File: config.mk
export PLATFORM = sky130hd
export DESIGN_NAME = apb_periph_bridge_flat
export DESIGN_NICKNAME = d
export VERILOG_FILES = /design/src/rtl/apb_periph_bridge_pkg.sv /design/src/rtl/apb_periph_bridge_if.sv /design/src/rtl/apb_periph_bridge.sv /design/src/flat_wrapper.sv
export SDC_FILE = /design/constraint.sdc
export NUM_CORES = 1
export LEC_CHECK = 0
export BUFFER_PORTS_ARGS = -buffer_cell sky130_fd_sc_hd__buf_2
export CAP_MARGIN = 15
export CELL_PAD_IN_SITES_DETAIL_PLACEMENT = 2
export CELL_PAD_IN_SITES_GLOBAL_PLACEMENT = 2
export CORE_ASPECT_RATIO = 2
export CORE_UTILIZATION = 32
export CTS_CLUSTER_DIAMETER = 200
export DETAILED_ROUTE_END_ITERATION = 6
export GPL_TIMING_DRIVEN = 0
export PLACE_DENSITY_LB_ADDON = 0.1
export SETUP_SLACK_MARGIN = 0.05
export SLEW_MARGIN = 40
export SYNTH_ARGS = -nofsm -noshare
export SYNTH_HDL_FRONTEND = slang
export SYNTH_SLANG_ARGS = --single-unit
File: constraint.sdc
create_clock -name clk_i -period 5.1 [get_ports clk_i]
set_input_delay 0.765 -clock clk_i [delete_from_list [all_inputs] [get_ports clk_i]]
set_output_delay 0.765 -clock clk_i [all_outputs]
set_load 0.02 [all_outputs]
File: src/rtl/apb_periph_bridge_pkg.sv
// apb_periph_bridge_pkg: shared states, constants and helpers for the APB peripheral bridge
package apb_periph_bridge_pkg;
  localparam int PERIPH_ADDR_W = 5;
  typedef enum logic [2:0] {IDLE, RD, RMW_RD, WR, WAIT, DONE} state_e;
  function automatic logic [31:0] merge(input logic [3:0] strb, input logic [31:0] nw, input logic [31:0] old);
    logic [31:0] r;
    for (int k = 0; k < 4; k++) r[8*k+:8] = strb[k] ? nw[8*k+:8] : old[8*k+:8];
    return r;
  endfunction
  function automatic logic legal(input logic [31:0] addr, input int reg_top);
    return addr[1:0] == 2'b0 && addr[31:5] == 27'b0 && 32'(addr[4:0]) <= $unsigned(reg_top);
  endfunction
endpackage

File: src/rtl/apb_periph_bridge_if.sv
// apb_periph_bridge_if: APB completer-side bus bundle
interface apb_periph_bridge_if #(parameter int PADDR_W = 12);
  logic [PADDR_W-1:0] paddr;
  logic psel, penable, pwrite;
  logic [31:0] pwdata, prdata;
  logic [3:0] pstrb;
  logic pready, pslverr;
  modport master (output paddr, psel, penable, pwrite, pwdata, pstrb, input prdata, pready, pslverr);
  modport slave (input paddr, psel, penable, pwrite, pwdata, pstrb, output prdata, pready, pslverr);
endinterface

File: src/rtl/apb_periph_bridge.sv
// apb_periph_bridge: APB to byte-addressed register strobe bridge with RMW for partial writes.
// Define APB_PSLVERR_EN to report illegal accesses on pslverr; otherwise they are silent no-ops.
module apb_periph_bridge import apb_periph_bridge_pkg::*; #(
  parameter int PADDR_W = 12,
  parameter int REG_TOP = 16,
  parameter int WAIT_STATES = 0
) (
  input  logic clk_i,
  input  logic rst_i,
  apb_periph_bridge_if.slave apb,
  output logic write_o,
  output logic [3:0] data_be_o,
  output logic [PERIPH_ADDR_W-1:0] addr_o,
  output logic [31:0] wdata_o,
  input  logic [31:0] rdata_i
);
  localparam state_e POST = WAIT_STATES == 0 ? DONE : WAIT;
  state_e state_q, state_d;
  logic [PERIPH_ADDR_W-1:0] addr_q, addr_d;
  logic wr_q, wr_d, err_q, err_d, write_q, write_d, pready_q, pready_d, pslverr_q, pslverr_d;
  logic [31:0] pw_q, pw_d, rbuf_q, rbuf_d, wd_q, wd_d, prdata_q, prdata_d;
  logic [3:0] strb_q, strb_d, be_q, be_d, cnt_q, cnt_d;
  always_comb begin
    state_d = state_q;
    addr_d = addr_q;
    wr_d = wr_q;
    pw_d = pw_q;
    strb_d = strb_q;
    err_d = err_q;
    rbuf_d = rbuf_q;
    wd_d = wd_q;
    cnt_d = state_q == WAIT ? cnt_q + 4'd1 : 4'd0;
    unique case (state_q)
      IDLE: if (apb.psel && !apb.penable) begin
        addr_d = apb.paddr[PERIPH_ADDR_W-1:0];
        wr_d = apb.pwrite;
        pw_d = apb.pwdata;
        strb_d = apb.pstrb;
        err_d = !legal(32'(apb.paddr), REG_TOP);
        wd_d = apb.pwdata;
        state_d = (err_d || (apb.pwrite && apb.pstrb == 4'h0)) ? POST :
                  !apb.pwrite ? RD : apb.pstrb == 4'hF ? WR : RMW_RD;
      end
      RD: begin
        rbuf_d = rdata_i;
        state_d = POST;
      end
      RMW_RD: begin
        wd_d = merge(strb_q, pw_q, rdata_i);
        state_d = WR;
      end
      WR: state_d = POST;
      WAIT: state_d = cnt_q == 4'(WAIT_STATES - 1) ? DONE : WAIT;
      DONE: state_d = IDLE;
      default: state_d = IDLE;
    endcase
    // A dropped psel mid-transfer abandons it; no further strobes follow.
    if (state_q != IDLE && !apb.psel) state_d = IDLE;
    write_d = state_d == WR;
    be_d = (state_d == RD || state_d == RMW_RD) ? 4'hF : 4'h0;
    pready_d = state_d == DONE;
    prdata_d = (state_d == DONE && !wr_d && !err_d) ? rbuf_d : 32'h0;
`ifdef APB_PSLVERR_EN
    pslverr_d = state_d == DONE && err_d;
`else
    pslverr_d = 1'b0;
`endif
  end
  always_ff @(posedge clk_i) begin
    if (rst_i) begin
      state_q <= IDLE;
      addr_q <= '0;
      wr_q <= 1'b0;
      pw_q <= '0;
      strb_q <= '0;
      err_q <= 1'b0;
      rbuf_q <= '0;
      wd_q <= '0;
      cnt_q <= '0;
      write_q <= 1'b0;
      be_q <= '0;
      pready_q <= 1'b0;
      prdata_q <= '0;
      pslverr_q <= 1'b0;
    end else begin
      state_q <= state_d;
      addr_q <= addr_d;
      wr_q <= wr_d;
      pw_q <= pw_d;
      strb_q <= strb_d;
      err_q <= err_d;
      rbuf_q <= rbuf_d;
      wd_q <= wd_d;
      cnt_q <= cnt_d;
      write_q <= write_d;
      be_q <= be_d;
      pready_q <= pready_d;
      prdata_q <= prdata_d;
      pslverr_q <= pslverr_d;
    end
  end
  assign write_o = write_q;
  assign data_be_o = be_q;
  assign addr_o = addr_q;
  assign wdata_o = wd_q;
  assign apb.prdata = prdata_q;
  assign apb.pready = pready_q;
  assign apb.pslverr = pslverr_q;
endmodule

File: src/flat_wrapper.sv
// flat-port wrapper written by rule: the top's interface ports become plain ports
module apb_periph_bridge_flat import apb_periph_bridge_pkg::*;
#(
  parameter int PADDR_W = 12,
  parameter int REG_TOP = 16,
  parameter int WAIT_STATES = 0
)
  (clk_i, rst_i, write_o, data_be_o, addr_o, wdata_o, rdata_i, apb_paddr, apb_psel, apb_penable, apb_pwrite, apb_pwdata, apb_pstrb, apb_prdata, apb_pready, apb_pslverr);
  apb_periph_bridge_if #(.PADDR_W(PADDR_W)) apb_i ();
  input  logic clk_i;
  input  logic rst_i;
  output logic write_o;
  output logic [3:0] data_be_o;
  output logic [PERIPH_ADDR_W-1:0] addr_o;
  output logic [31:0] wdata_o;
  input  logic [31:0] rdata_i;
  input wire logic [$bits(apb_i.paddr)-1:0] apb_paddr;
  input wire logic [$bits(apb_i.psel)-1:0] apb_psel;
  input wire logic [$bits(apb_i.penable)-1:0] apb_penable;
  input wire logic [$bits(apb_i.pwrite)-1:0] apb_pwrite;
  input wire logic [$bits(apb_i.pwdata)-1:0] apb_pwdata;
  input wire logic [$bits(apb_i.pstrb)-1:0] apb_pstrb;
  output wire logic [$bits(apb_i.prdata)-1:0] apb_prdata;
  output wire logic [$bits(apb_i.pready)-1:0] apb_pready;
  output wire logic [$bits(apb_i.pslverr)-1:0] apb_pslverr;
  assign apb_i.paddr = apb_paddr;
  assign apb_i.psel = apb_psel;
  assign apb_i.penable = apb_penable;
  assign apb_i.pwrite = apb_pwrite;
  assign apb_i.pwdata = apb_pwdata;
  assign apb_i.pstrb = apb_pstrb;
  assign apb_prdata = apb_i.prdata;
  assign apb_pready = apb_i.pready;
  assign apb_pslverr = apb_i.pslverr;
  apb_periph_bridge #(.PADDR_W(PADDR_W), .REG_TOP(REG_TOP), .WAIT_STATES(WAIT_STATES)) u_core (.clk_i(clk_i), .rst_i(rst_i), .apb(apb_i), .write_o(write_o), .data_be_o(data_be_o), .addr_o(addr_o), .wdata_o(wdata_o), .rdata_i(rdata_i));
endmodule
==> flow_summary.json, run 1 <==
{
  "syn_inst": 639,
  "rows": 67,
  "min_path_type": "register to register",
  "grt_first_pass_wirelength_um": 30900,
  "fin_ws_ns": 2.79,
  "dr.pass1.iters": 4,
  "rsz0062_at_grt": "no",
  "yosysTopAreaCellShare_pct": 53.6,
  "multi_input_area_mm2": 0.00232,
  "yosys_register_bits": 149,
  "skew_ns": 0.00930,
  "vias": 5179,
  "nFillCells": 1919,
  "num_antenna_cells": 0,
  "hold_ws_ns": 0.455,
  "area_growth_syn_to_layout_pct": 29.8,
  "cp-end-kind": "register",
  "fin_setup_tns_ns": 0,
  "max-vdd-ir-drop_v": 0.000208,
  "netlist_area_mm2": 0.00556,
  "drc": 0,
  "vias_per_cell": 5.00,
  "cts_buffers": 17,
  "path_clk_slew_ns": 0.06,
  "track_usage_pct": 23.1,
  "syn_area_per_cell_um2": 8.71,
  "place_area_mm2": 0.00661,
  "grt_max_degree": 17,
  "core_region_area_mm2": 0.0168,
  "p_sw_uw": 778,
  "cts_hold_buffers": 0,
  "finalPower_mw": 2.93,
  "post-place-ws_ns": 2.36,
  "die_h_um": 188,
  "slew_headroom_pct": 45.6,
  "seq_area_mm2": 0.00298,
  "worst_hold_startpoint": "u_core.addr_o[2]",
  "period_share_pct": 45.3,
  "cp_max_fo": 10,
  "cts_tree": "done",
  "wl_um": 19600,
  "gp_congestion": 0.744,
  "worst_pin_slew_ns": 0.816,
  "die_area_mm2": 0.0180,
  "timing.rr.start": "u_core.state_q[2]",
  "p_comb_share_pct": 12.9,
  "ff2ff_path_depth": 6,
  "avgRoutedWirePerCell_um": 18.9,
  "worstSetupPathType": "primary input to register",
  "synth_seq_area_share_pct": 53.6,
  "finalCriticalPeriod_ns": 2.31,
  "cts_sinks": 149,
  "syn_nets": 725,
  "reg2reg_setup_slack_ns": 2.91,
  "setup_viol": 0,
  "place.port_buffers": 158,
  "drive_gt1_share_pct": 29.8,
  "pwr-share-clk_pct": 44.6,
  "dpl.hpwl_um": 15000,
  "drtAntennaViolNets": 0,
  "outcome": "completed",
  "grt_pass1_vias": 5886,
  "clockBufferDepth": 2,
  "powerDensity_mw_per_mm2": 405,
  "seq_power_share_pct": 42.5,
  "clock.fmax_mhz": 433,
  "yosysWarnings": 0,
  "start_util_pct": 33.0,
  "hold_violations": 0,
  "cts_resized": 0,
  "p_leak_nw": 3.10,
  "critical_path_arrival_ns": 2.58,
  "dieWidth_um": 95.2,
  "cts_setup_buffers": 0,
  "yosysTopAreaCell": "dfxtp_1",
  "critPathLaunchType": "primary input",
  "root_buffer": "clkbuf_16",
  "design_area_mm2": 0.00722,
  "io_pins": 161,
  "antenna_found_initial": 0,
  "yosysUniqueCellTypes": 40,
  "swShare_pct": 26.6,
  "cap_violations": 0,
  "intPower_mw": 2.15,
  "critPathLaunch": "apb_penable",
  "final_util_pct": 42.9,
  "drt-initial-drc-count": 88,
  "cts.htree.levels": 4,
  "required_ns": 5.37,
  "reg2reg_to": "u_core.wdata_o[18]",
  "place_inst": 1004,
  "grt_overflow_total": 0,
  "slew_viol_final": 0,
  "clk_latency_ns": 0.42,
  "final_cells": 1036,
  "yosys-top-cells-area": "dfxtp_1, nand2_1, a21oi_1",
  "nets": 902,
  "crit_path_end": "u_core.wdata_o[18]"
}
[Yosys cell counts]
master,number
a211oi_1,1
a21oi_1,76
a22oi_4,1
a31oi_1,33
and2_1,4
and3_1,32
and4_1,1
and4b_1,1
buf_1,6
buf_2,7
buf_4,4
buf_6,5
clkbuf_1,29
conb_1,1
dfxtp_1,149
ha_1,1
inv_1,1
mux2_2,32
mux2_4,1
nand2_1,216
nand2b_1,1
nand3_1,1
nand3b_1,2
nand3b_2,1
nand4_1,3
nor2_1,11
nor2_2,1
nor2b_1,1
nor3_1,2
nor3_4,1
nor3b_1,2
nor3b_2,2
nor4_1,2
nor4_4,1
o21ai_0,2
o21bai_1,1
o221a_2,1
or2_2,1
xnor2_1,1
xor2_1,1
[worst min path at each step]
stage	endpoint	slack, ns	depth (start not counted)
2_1_floorplan	u_core.cnt_q[0]	0.42	1
3_3_place_gp	u_core.cnt_q[0]	0.43	1
3_5_place_dp	u_core.pw_q[18]	0.45	2
4_1_cts	u_core.pw_q[18]	0.46	2
5_1_grt	u_core.pw_q[7]	0.47	2
6_report	u_core.addr_o[2]	0.45	2
[power groups by stage]
stage	clock (mW)	sequential, mW	combinational, mW
2_1_floorplan	0	1.29	0.205
3_3_place_gp	0	1.27	0.367
3_5_place_dp	0	1.27	0.383
4_1_cts	1.33	1.25	0.386
5_1_grt	1.38	1.25	0.415
6_report	1.30	1.24	0.379
[routing by layer]
| metal | GRT usage (%) | wire [um] | share of wire [%] |
|---|---|---|---|
| met2 | 44.6 | 11300 | 58 |
| met3 | 4.36 | 706 | 3.6 |
| met5 | 0 | 0 | 0 |
| met4 | 10.1 | 573 | 2.9 |
| met1 | 22.7 | 7030 | 36 |
[critical path: stages]
cell	delay (ns)
buf_2	0.10
nand2b_1	0.22
nor4_4	0.60
nor2_1	0.27
clkbuf_1	0.35
nand2_1	0.16
a31oi_1	0.10
[placed cells by master, fill, tap and decap left out, types with 5 or more instances in the layout]
master / instances
nor2_1: 11
a21oi_1: 76
and3_1: 32
buf_6: 5
buf_1: 6
clkbuf_1: 30
nand2_1: 216
buf_2: 165
mux2_2: 32
clkbuf_16: 17
dfxtp_1: 149
a31oi_1: 33
[kinds of logic (layout without fill, tap and decap cells)]
logic type / count (synthesis) / in the layout / synth area share (%)
mux: 33 / 33 / 6.75
fa+ha+maj: 1 / 1 / 0.225
flops: 149 / 149 / 53.6
compound gates: 115 / 115 / 11.6
other cells: 1 / 1 / 0.0674
buf+inv: 52 / 242 / 4.61
simple gates: 286 / 286 / 22.8
xor+xnor: 2 / 2 / 0.315
[cell type report]
type / instances / share of cell area, %
flip-flops and latches: 149 / 41.3
multi-input cells: 438 / 32.2
repair buffers: 158 / 10.9
clock buffers: 20 / 6.32
well taps: 207 / 3.59
plain buffers: 51 / 3.50
clock inverters: 12 / 2.13
inverters: 1 / 0.0520
[sequential cells by signal, summed over array words and instances (netlist names)]
name and count:
u_core.addr_o 5, u_core.apb.prdata 32, u_core.apb.pready 1, u_core.cnt_q 4
u_core.data_be_o 1, u_core.err_q 1, u_core.pw_q 32, u_core.rbuf_q 32
u_core.state_q 3, u_core.strb_q 4, u_core.wdata_o 32, u_core.wr_q 1
u_core.write_o 1
Power figures use the tool's default switching activity.
==> run 2, diff against run 1 <==
- ABC_AREA: not set -> 1
- CORE_UTILIZATION: 32 -> 29
- clock period: 5.1 -> 2.4 ns (I/O delays scaled with it)
==> run 2 against run 1 <==
Compared with the run above:
- synthesized area is 7.8% higher
- hold slack lost 0.26 ns
- critical path type is now register to register
- critical endpoint is now u_core.wdata_o[11]
- via count increased by 6.5%
- routed wire length rose by 1.3%
- utilization is 4.9 points lower
- power up 140%
- clock power grew 110%
- largest cell class unchanged
- non-clock buffer count shrank 10
- clock skew rose by 0.0026 ns
- sequential cell count stayed put
- cell count increased by 19%
==> flow_summary.json, run 2 <==
{
  "synth_edf_count": 0,
  "drc": 0,
  "syn_inst": 780,
  "postSynth.asyncResetShare_pct": 0,
  "die_h_um": 205,
  "track_usage_pct": 19.3,
  "p_leak_nw": 3.95,
  "drtAntennaViolNets": 0,
  "nFillCells": 2459,
  "critPathLaunchType": "register",
  "yosysTopAreaCell": "dfxtp_1",
  "worstSetupPathType": "register to register",
  "hold_violations": 0,
  "fin_ws_ns": 0.408,
  "rows": 74,
  "slew_viol_final": 0,
  "slew_headroom_pct": 57.7,
  "clk_latency_ns": 0.42,
  "setup_viol": 0,
  "drt-initial-drc-count": 65,
  "syn_area_per_cell_um2": 7.69,
  "dr.pass1.iters": 4,
  "reg2reg_to": "u_core.wdata_o[11]",
  "crit_path_end": "u_core.wdata_o[11]",
  "wl_um": 19900,
  "num_antenna_cells": 0,
  "critical_path_arrival_ns": 2.30,
  "worst_pin_slew_ns": 0.635,
  "grt_pass1_vias": 6124,
  "cts_setup_buffers": 0,
  "powerDensity_mw_per_mm2": 919,
  "holdPathStages": 3,
  "yosys_register_bits": 149,
  "yosys-top-cells-area": "dfxtp_1, inv_1, nor2_1",
  "start_util_pct": 29.5,
  "yosysTopAreaCellShare_pct": 49.7,
  "avgRoutedWirePerCell_um": 16.1,
  "globalRouteMet1Util_pct": 18.6,
  "vias_per_cell": 4.46,
  "root_buffer": "clkbuf_16",
  "cp_max_fo": 10,
  "cts_sinks": 149,
  "outcome": "completed",
  "dpl.hpwl_um": 14900,
  "reg2reg_setup_slack_ns": 0.41,
  "syn_nets": 866,
  "antenna_found_initial": 0,
  "post-place-ws_ns": 0.0419,
  "yosysUniqueCellTypes": 29,
  "min_path_type": "primary input to register",
  "clockBufferDepth": 2,
  "nets": 1043,
  "grtUsageMet3_pct": 3.10,
  "cts_buffers": 17,
  "grt_overflow_total": 0,
  "required_ns": 2.71,
  "io_pins": 161,
  "synth_most_common_cell": "dfxtp_1",
  "finalCriticalPeriod_ns": 1.99,
  "rsz0062_at_grt": "no",
  "fin_setup_tns_ns": 0,
  "path_clk_slew_ns": 0.06,
  "timing.rr.start": "u_core.state_q[1]",
  "busiest_layer": "met2",
  "critPathLaunch": "u_core.state_q[1]",
  "yosysWarnings": 0,
  "synth_ff_type": "dfxtp_1",
  "cap_violations": 0,
  "area_growth_syn_to_layout_pct": 28.8,
  "vias": 5518,
  "cp-end-kind": "register",
  "core_region_area_mm2": 0.0204,
  "cts_resized": 0,
  "grt_max_degree": 17,
  "final_common_cell": "buf_2",
  "cts.htree.levels": 4,
  "cts_tree": "done",
  "cts_hold_buffers": 0,
  "skew_ns": 0.0119,
  "netlist_area_mm2": 0.00600,
  "dieWidth_um": 104,
  "clock.fmax_mhz": 502,
  "gp_congestion": 0.716,
  "most-common-layout-cells": "buf_2, dfxtp_1, inv_1",
  "met2_usage_pct": 40.2,
  "ff2ff_path_depth": 8,
  "period_share_pct": 83.0,
  "die_area_mm2": 0.0213,
  "synth_seq_area_share_pct": 49.7,
  "synth_common_cells": "dfxtp_1, inv_1, nor2_1",
  "drive_gt1_share_pct": 25.7,
  "max-vdd-ir-drop_v": 0.000376,
  "grt_first_pass_wirelength_um": 31300,
  "place.port_buffers": 158
}
==> run 2: changes by cell type in the layout (fill, tap and decap cells not counted), moves of 8 or more <==
| cell | before | now |
|---|---|---|
| inv_1 | 1 | 138 |
| a31oi_1 | 33 | 0 |
| and3_1 | 32 | 1 |
| mux2i_1 | 0 | 32 |
| o21ai_0 | 2 | 10 |
| nand2_1 | 216 | 113 |
| nor2_2 | 1 | 31 |
| mux2_2 | 32 | 0 |
| clkbuf_1 | 30 | 22 |
| o31ai_1 | 0 | 32 |
| nor2_1 | 11 | 123 |
==> run 2: layout make-up <==
class / instances / area, um2 / share of cell area [%]
Buffer: 41 / 208 / 2.69
Clock buffer: 21 / 480 / 6.22
Clock inverter: 11 / 124 / 1.60
Inverter: 147 / 552 / 7.14
Multi-Input combinational cell: 443 / 2260 / 29.2
Sequential cell: 149 / 2980 / 38.6
Tap cell: 266 / 333 / 4.31
Timing Repair Buffer: 158 / 791 / 10.2
==> run 2: worst max-delay path: stages, from the launching register on <==
cell,delay (ns)
dfxtp_1,0.37
inv_1,0.07
nor3_1,0.17
clkinv_1,0.30
nand2_1,0.28
buf_2,0.32
nor2_1,0.07
o31ai_1,0.24
inv_1,0.06
==> run 2: per-stage QoR <==
step | area, um2 | hold WS [ns] | std cells | utilization [%] | total power, mW
floorplan | 6000 | 0.418 | 780 | - | 3.93
global placement | 7120 | 0.435 | 1204 | 35.0 | 4.44
detailed placement | 7120 | 0.437 | 1204 | 35.0 | 4.48
CTS | 7730 | 0.182 | 1236 | 37.9 | 7.24
global route | 7730 | 0.193 | 1236 | 37.9 | 7.47
finish | 7730 | 0.193 | 1236 | 37.9 | 7.10
==> run 2: per-layer routing <==
metal | routed length (um) | part of all wire [%]
met5 | 0 | 0
met4 | 367 | 1.8
met3 | 531 | 2.7
met2 | 11600 | 58
met1 | 7360 | 37
==> run 2: where the power goes <==
group          total [mW]  switching (mW)  internal, mW
sequential           2.83           0.105          2.72
clock                2.72            1.08          1.64
combinational        1.55            1.03         0.519
total                7.10            2.22          4.88
==> run 2: kinds of logic (layout without fill, tap and decap cells) <==
| logic type | after synthesis | after routing | share of synthesized area, % |
|---|---|---|---|
| other cells | 1 | 1 | 0.0625 |
| compound gates | 116 | 116 | 11.1 |
| buf+inv | 188 | 378 | 12.7 |
| fa+ha+maj | 1 | 1 | 0.208 |
| mux | 32 | 32 | 5.34 |
| flops | 149 | 149 | 49.7 |
| simple gates | 293 | 293 | 20.9 |
==> run 2: worst min path at each step <==
stage	startpoint	slack, ns	to
after CTS	apb_paddr[2]	0.18	u_core.addr_o[2]
final	apb_paddr[2]	0.19	u_core.addr_o[2]
after detailed placement	u_core.cnt_q[0]	0.44	u_core.cnt_q[0]
after floorplan	u_core.cnt_q[0]	0.42	u_core.cnt_q[0]
after global routing	apb_paddr[2]	0.19	u_core.addr_o[2]
after global placement	u_core.cnt_q[0]	0.43	u_core.cnt_q[0]
